File: config.mk
export PLATFORM = sky130hd
export DESIGN_NAME = exec_sequencer
export DESIGN_NICKNAME = d
export VERILOG_FILES = /design/src/rtl/exec_sequencer.sv
export SDC_FILE = /design/constraint.sdc
export NUM_CORES = 1
export LEC_CHECK = 0
export ABC_AREA = 1
export BUFFER_PORTS_ARGS = -buffer_cell sky130_fd_sc_hd__buf_2
export CORE_ASPECT_RATIO = 1.4
export CORE_MARGIN = 2
export CORE_UTILIZATION = 61
export CTS_BUF_LIST = sky130_fd_sc_hd__clkbuf_8
export CTS_CLUSTER_DIAMETER = 30
export DETAILED_ROUTE_END_ITERATION = 16
export GPL_ROUTABILITY_DRIVEN = 0
export PLACE_DENSITY = 0.79
export REMOVE_ABC_BUFFERS = 1
export SLEW_MARGIN = 20
export SYNTH_ARGS = -nofsm -noshare
export SYNTH_HDL_FRONTEND = slang
export SYNTH_SLANG_ARGS = --single-unit
File: constraint.sdc
create_clock -name clk -period 2.8 [get_ports clk]
set_input_delay 0.42 -clock clk [delete_from_list [all_inputs] [get_ports clk]]
set_output_delay 0.42 -clock clk [all_outputs]
set_load 0.005 [all_outputs]
File: src/rtl/exec_sequencer.sv
// Multi-cycle execute stage driving the read and write ports of an 8x16
// register file: load A, load B, shift and execute, then write back.
module exec_sequencer #(
   parameter int W  = 16,
   parameter int RW = 3
) (
   input  logic          clk,
   input  logic          reset,
   input  logic          cmd_valid,
   output logic          cmd_ready,
   input  logic [1:0]    op,
   input  logic [1:0]    shift,
   input  logic [RW-1:0] rn,
   input  logic [RW-1:0] rm,
   input  logic [RW-1:0] rd,
   input  logic          bsel,
   input  logic [W-1:0]  imm,
   input  logic          wb_en,
   input  logic [W-1:0]  rf_rdata,
   output logic [RW-1:0] rf_readnum,
   output logic [RW-1:0] rf_writenum,
   output logic          rf_write,
   output logic [W-1:0]  rf_wdata,
   output logic          done,
   output logic          z_flag,
   output logic          n_flag,
   output logic          v_flag
);

   typedef enum logic [2:0] {
      S_IDLE,
      S_LOAD_A,
      S_LOAD_B,
      S_EXEC,
      S_WRITE
   } state_t;

   localparam logic [1:0] OP_ADD = 2'b00;
   localparam logic [1:0] OP_SUB = 2'b01;
   localparam logic [1:0] OP_AND = 2'b10;

   state_t        state_q, state_d;
   logic [W-1:0]  a_q, a_d, b_q, b_d, c_q, c_d, imm_q, imm_d;
   logic [1:0]    op_q, op_d, shift_q, shift_d;
   logic [RW-1:0] rm_q, rm_d, rd_q, rd_d, readnum_q, readnum_d;
   logic          bsel_q, bsel_d, wb_en_q, wb_en_d;
   logic          z_q, z_d, n_q, n_d, v_q, v_d;

   logic [W-1:0]  bs;
   logic [W-1:0]  alu_res;
   logic          alu_v;

   // Shifter on B followed by the ALU; V only meaningful for ADD/SUB.
   always_comb begin
      unique case (shift_q)
         2'b01:   bs = {b_q[W-2:0], 1'b0};
         2'b10:   bs = {1'b0, b_q[W-1:1]};
         2'b11:   bs = {b_q[W-1], b_q[W-1:1]};
         default: bs = b_q;
      endcase
      alu_v = 1'b0;
      unique case (op_q)
         OP_ADD: begin
            alu_res = a_q + bs;
            alu_v   = (a_q[W-1] == bs[W-1]) && (alu_res[W-1] != a_q[W-1]);
         end
         OP_SUB: begin
            alu_res = a_q - bs;
            alu_v   = (a_q[W-1] != bs[W-1]) && (alu_res[W-1] != a_q[W-1]);
         end
         OP_AND:  alu_res = a_q & bs;
         default: alu_res = ~bs;
      endcase
   end

   // Next-state and datapath register updates for each sequencer state.
   always_comb begin
      // NOTE: every variable gets its hold value first so no path leaves one
      // unassigned, which would infer a latch.
      state_d   = state_q;
      a_d       = a_q;
      b_d       = b_q;
      c_d       = c_q;
      imm_d     = imm_q;
      op_d      = op_q;
      shift_d   = shift_q;
      rm_d      = rm_q;
      rd_d      = rd_q;
      readnum_d = readnum_q;
      bsel_d    = bsel_q;
      wb_en_d   = wb_en_q;
      z_d       = z_q;
      n_d       = n_q;
      v_d       = v_q;
      unique case (state_q)
         S_IDLE: begin
            if (cmd_valid) begin
               op_d      = op;
               shift_d   = shift;
               rm_d      = rm;
               rd_d      = rd;
               bsel_d    = bsel;
               imm_d     = imm;
               wb_en_d   = wb_en;
               readnum_d = rn;
               state_d   = S_LOAD_A;
            end
         end
         S_LOAD_A: begin
            a_d       = rf_rdata;
            readnum_d = rm_q;
            state_d   = S_LOAD_B;
         end
         S_LOAD_B: begin
            b_d     = bsel_q ? imm_q : rf_rdata;
            state_d = S_EXEC;
         end
         S_EXEC: begin
            c_d     = alu_res;
            z_d     = (alu_res == '0);
            n_d     = alu_res[W-1];
            v_d     = alu_v;
            state_d = S_WRITE;
         end
         S_WRITE: state_d = S_IDLE;
         default: state_d = S_IDLE;
      endcase
   end

   // State and datapath registers; reset aborts any command in flight.
   always_ff @(posedge clk or posedge reset) begin
      if (reset) begin
         state_q   <= S_IDLE;
         a_q       <= '0;
         b_q       <= '0;
         c_q       <= '0;
         imm_q     <= '0;
         op_q      <= '0;
         shift_q   <= '0;
         rm_q      <= '0;
         rd_q      <= '0;
         readnum_q <= '0;
         bsel_q    <= 1'b0;
         wb_en_q   <= 1'b0;
         z_q       <= 1'b0;
         n_q       <= 1'b0;
         v_q       <= 1'b0;
      end else begin
         // NOTE: non-blocking so every register samples pre-edge values.
         state_q   <= state_d;
         a_q       <= a_d;
         b_q       <= b_d;
         c_q       <= c_d;
         imm_q     <= imm_d;
         op_q      <= op_d;
         shift_q   <= shift_d;
         rm_q      <= rm_d;
         rd_q      <= rd_d;
         readnum_q <= readnum_d;
         bsel_q    <= bsel_d;
         wb_en_q   <= wb_en_d;
         z_q       <= z_d;
         n_q       <= n_d;
         v_q       <= v_d;
      end
   end

   // Outputs decode from registered state only; ready is also masked by reset.
   assign cmd_ready   = (state_q == S_IDLE) && !reset;
   assign done        = (state_q == S_WRITE);
   assign rf_write    = (state_q == S_WRITE) && wb_en_q;
   assign rf_writenum = rd_q;
   assign rf_wdata    = c_q;
   assign rf_readnum  = readnum_q;
   assign z_flag      = z_q;
   assign n_flag      = n_q;
   assign v_flag      = v_q;

endmodule

==> summary by stage <==
Outcome
The run finished, with violations left. The final reports fail on negative setup slack.

Floorplan
The die is 123 um tall. The floorplan step set the die width to 89.2 um. The initialized floorplan defines 43 standard-cell rows. The core area is 0.00990 mm2. Once the floorplan was initialized, standard cells occupied 62.6% of the core.

The die covers 0.0110 mm2. The number of placed I/O pins is 78.

Drt
After detailed routing, the number of remaining DRC violations is 0. The total number of vias is 6684. After detailed routing, the average wire length per cell comes to 15.3 um. In the routed layout, each cell is associated on average with a via count of 5.57. The number of search-and-repair iterations in the first detailed-routing pass is 8. The violation count after the first detailed-route iteration is 550. For this block, the routed nets add up to 18300 um of wire. The remaining number of nets flagged by the antenna check after routing is 0.

Timing
The worst clock skew is 0.0204 ns. Setup repair after global routing could not meet its margin everywhere. The actual transition at the worst max-transition pin is 0.959 ns.

Setup violations remaining at the end of the flow were counted as 1. The setup slack of the critical path after layout is -0.00140 ns. Timing would allow up to 357 MHz. The number of pins exceeding their max-slew limit in the final report is 0. In this run the tightest slew margin relative to its limit is 35.7%. The number of hold-slack violations in the final timing report is 0. Across all hold checks on the routed design, the worst slack comes to 0.140 ns. The worst path in the final design needs a cycle of 2.80 ns, including I/O delays and setup. The fraction of the cycle the final worst path needs is 100%.

Job
Max-cap violations in this run came to 0.

Clock network
The number of CTS-inserted buffers is 9. The CTS tree is done. The master cell of the clock root buffer is sky130_fd_sc_hd__clkbuf_8. The clock latency at the later pin of the worst-skew pair is 0.39 ns. The maximum number of buffers from clock root to sink is 2. The clock slew at the register clock pins of the worst setup and hold paths is 0.10 ns. The hold buffer count at CTS is 0.

CTS saw 84 sinks. The CTS H-tree depth is 3.

Global routing
Global routing used 31.5% of the available tracks. The number of global-route vias before repair came to 5976. Entering global routing, the biggest net connects 42 pins. The number of antenna violations at the first check in global routing is 0. The first global-routing pass estimated 26900 um of wire.

For this run the aggregate overflow at the end of global routing stands at 0.

Worst setup path
The biggest fanout along the worst timing path is 8. STA classifies the critical path startpoint as a register. By startpoint and endpoint, the worst setup path is classified as reg -> reg. The critical path required time is 3.13 ns. The sort of element at the end of the critical path is a register. The worst path arrival time is 3.13 ns. The worst register-to-register path has a depth of 19.

Yosys
Counting flops and latches in the post-synthesis netlist gives 84. The share of flip-flops with an asynchronous set or reset after synthesis is 100%. The synthesized netlist contains 42 unique library cells. The count of mapped cells out of synthesis is 944. A synthesized cell averages 6.56 um2. The count of flip-flops with a built-in enable after synthesis is 0. For this run, the leading register cell type out of synthesis is sky130_fd_sc_hd__dfrtp_1.

The cell area after synthesis is 0.00619 mm2. During synthesis, Yosys emitted a total of 0 warnings. The share of the Yosys chip area taken by registers is 33.9%.

Final layout
From synthesis to final layout, the design area changed by 25.6%. After the last flow step, the layout net total stands at 1150. In the layout the commonest cells are sky130_fd_sc_hd__nand2_1 (350), sky130_fd_sc_hd__inv_1 (116), sky130_fd_sc_hd__dfrtp_1 (82). Cells with a size suffix above 1 make up 25.6% of the layout. The most common library cell in the layout ignoring fill and taps is sky130_fd_sc_hd__nand2_1. 0 antenna diodes ended up in the layout.

Place
In this run the tool buffered the top-level ports with 77 buffer cells. After legalization and detailed placement, the total HPWL measured 12400 um.

Hold path
The min-delay analysis places its worst path in the category in -> async.
==> critical path, stage by stage, from the launching register on <==
cell and delay [ns]:
sky130_fd_sc_hd__dfrtp_2 0.46, sky130_fd_sc_hd__buf_6 0.14, sky130_fd_sc_hd__nor2_4 0.19, sky130_fd_sc_hd__nand2_2 0.10
sky130_fd_sc_hd__o211ai_4 0.09, sky130_fd_sc_hd__inv_2 0.10, sky130_fd_sc_hd__fa_2 0.39, sky130_fd_sc_hd__inv_2 0.07
sky130_fd_sc_hd__nand2_2 0.06, sky130_fd_sc_hd__nand2_4 0.09, sky130_fd_sc_hd__nand4_1 0.12, sky130_fd_sc_hd__nand2_1 0.15
sky130_fd_sc_hd__nand2_1 0.08, sky130_fd_sc_hd__nand3_1 0.09, sky130_fd_sc_hd__nand3_1 0.10, sky130_fd_sc_hd__nor2_2 0.16
sky130_fd_sc_hd__nand3_2 0.10, sky130_fd_sc_hd__nor2_2 0.11, sky130_fd_sc_hd__nand4_1 0.08, sky130_fd_sc_hd__nand2_1 0.07
==> stage by stage <==
stage | cells | instance area, um2 | setup slack, ns | setup TNS (ns) | utilization, %
floorplan | 914 | 6020 | 0.191 | 0 | -
global placement | 1174 | 6950 | -0.114 | -0.114 | 70.2
detailed placement | 1174 | 6950 | -0.0984 | -0.0984 | 70.2
CTS | 1191 | 7220 | 0.00641 | 0 | 72.9
global route | 1201 | 7780 | -0.153 | -0.313 | 78.6
finish | 1201 | 7780 | -0.00140 | -0.00140 | 78.6
==> registers in the layout, summed over array words and instances (netlist names) <==
name	flops
v_flag	1
rm_q	3
op_q	2
z_flag	1
imm_q	16
state_q	3
wb_en_q	1
rf_writenum	3
rf_wdata	16
a_q	16
shift_q	2
rf_readnum	3
b_q	16
bsel_q	1
==> Yosys cell counts (2+ instances only) <==
cell	number	area (um2)
sky130_fd_sc_hd__o21ai_1	3	15.0
sky130_fd_sc_hd__nand4_1	14	87.6
sky130_fd_sc_hd__nor2_2	2	12.5
sky130_fd_sc_hd__buf_4	4	30.0
sky130_fd_sc_hd__a21oi_1	22	110
sky130_fd_sc_hd__nand2_1	375	1410
sky130_fd_sc_hd__o21ai_0	62	310
sky130_fd_sc_hd__clkbuf_1	15	56.3
sky130_fd_sc_hd__inv_1	128	480
sky130_fd_sc_hd__nor2_1	49	184
sky130_fd_sc_hd__nand2_2	4	25.0
sky130_fd_sc_hd__nand3b_1	2	15.0
sky130_fd_sc_hd__nor2_4	4	45.0
sky130_fd_sc_hd__o21bai_1	2	15.0
sky130_fd_sc_hd__o221ai_2	2	30.0
sky130_fd_sc_hd__buf_2	4	20.0
sky130_fd_sc_hd__fa_1	2	40.0
sky130_fd_sc_hd__buf_6	5	56.3
sky130_fd_sc_hd__a31oi_1	3	18.8
sky130_fd_sc_hd__nand3_1	86	430
sky130_fd_sc_hd__and2_1	3	18.8
sky130_fd_sc_hd__dfrtp_1	84	2100
sky130_fd_sc_hd__o221ai_1	3	26.3
sky130_fd_sc_hd__inv_2	5	18.8
sky130_fd_sc_hd__nor3_1	7	35.0
sky130_fd_sc_hd__ha_1	37	463
sky130_fd_sc_hd__clkinv_1	2	7.51
==> worst paths after layout <==
| kind | start | end | slack (ns) |
|---|---|---|---|
| worst max-delay path | shift_q[1] | z_flag | -0.001 |
| min in group clk | imm[3] | imm_q[3] | 0.23 |
| worst max register to register | shift_q[1] | z_flag | -0.001 |
| worst min-delay path | reset | rf_wdata[8] | 0.14 |
| max in group asynchronous | reset | shift_q[1] | 1.94 |
| worst min register to register | imm_q[1] | imm_q[1] | 0.48 |
==> timing repair <==
item | in CTS | in global routing
setup endpoints to repair | 1 | 11
setup buffers | 1 | 10
gates resized for setup | 11 | 114
pin swaps | 2 | 42
==> kinds of logic (layout without fill, tap and decap cells) <==
| logic type | after synthesis | count (layout) | share of synthesized area [%] |
|---|---|---|---|
| xor+xnor | 1 | 1 | 0.141 |
| fa+ha+maj | 39 | 39 | 8.12 |
| flops | 84 | 84 | 33.9 |
| compound gates | 104 | 104 | 9.62 |
| buf+inv | 165 | 287 | 11.0 |
| simple gates | 551 | 551 | 37.2 |
==> final cells by class <==
type	count	area (um2)
clock buffers	10	138
clock inverters	6	86.3
fillers	733	2120
inverters	135	515
multi-input cells	695	3890
flip-flops and latches	84	2100
well taps	135	169
repair buffers	136	877
==> layer usage <==
layer | track usage, % | share of wire [%] | vias to the layer above
met2 | 52.3 | 48 | 356
met5 | 0 | 0 | -
li1 | - | - | 3195
met3 | 3.47 | 6.7 | 112
met1 | 40.1 | 39 | 3021
met4 | 16.2 | 5.9 | 0
Power is not shown: default switching activity piles up to over one toggle a cycle in this logic, so the estimate is an artifact.
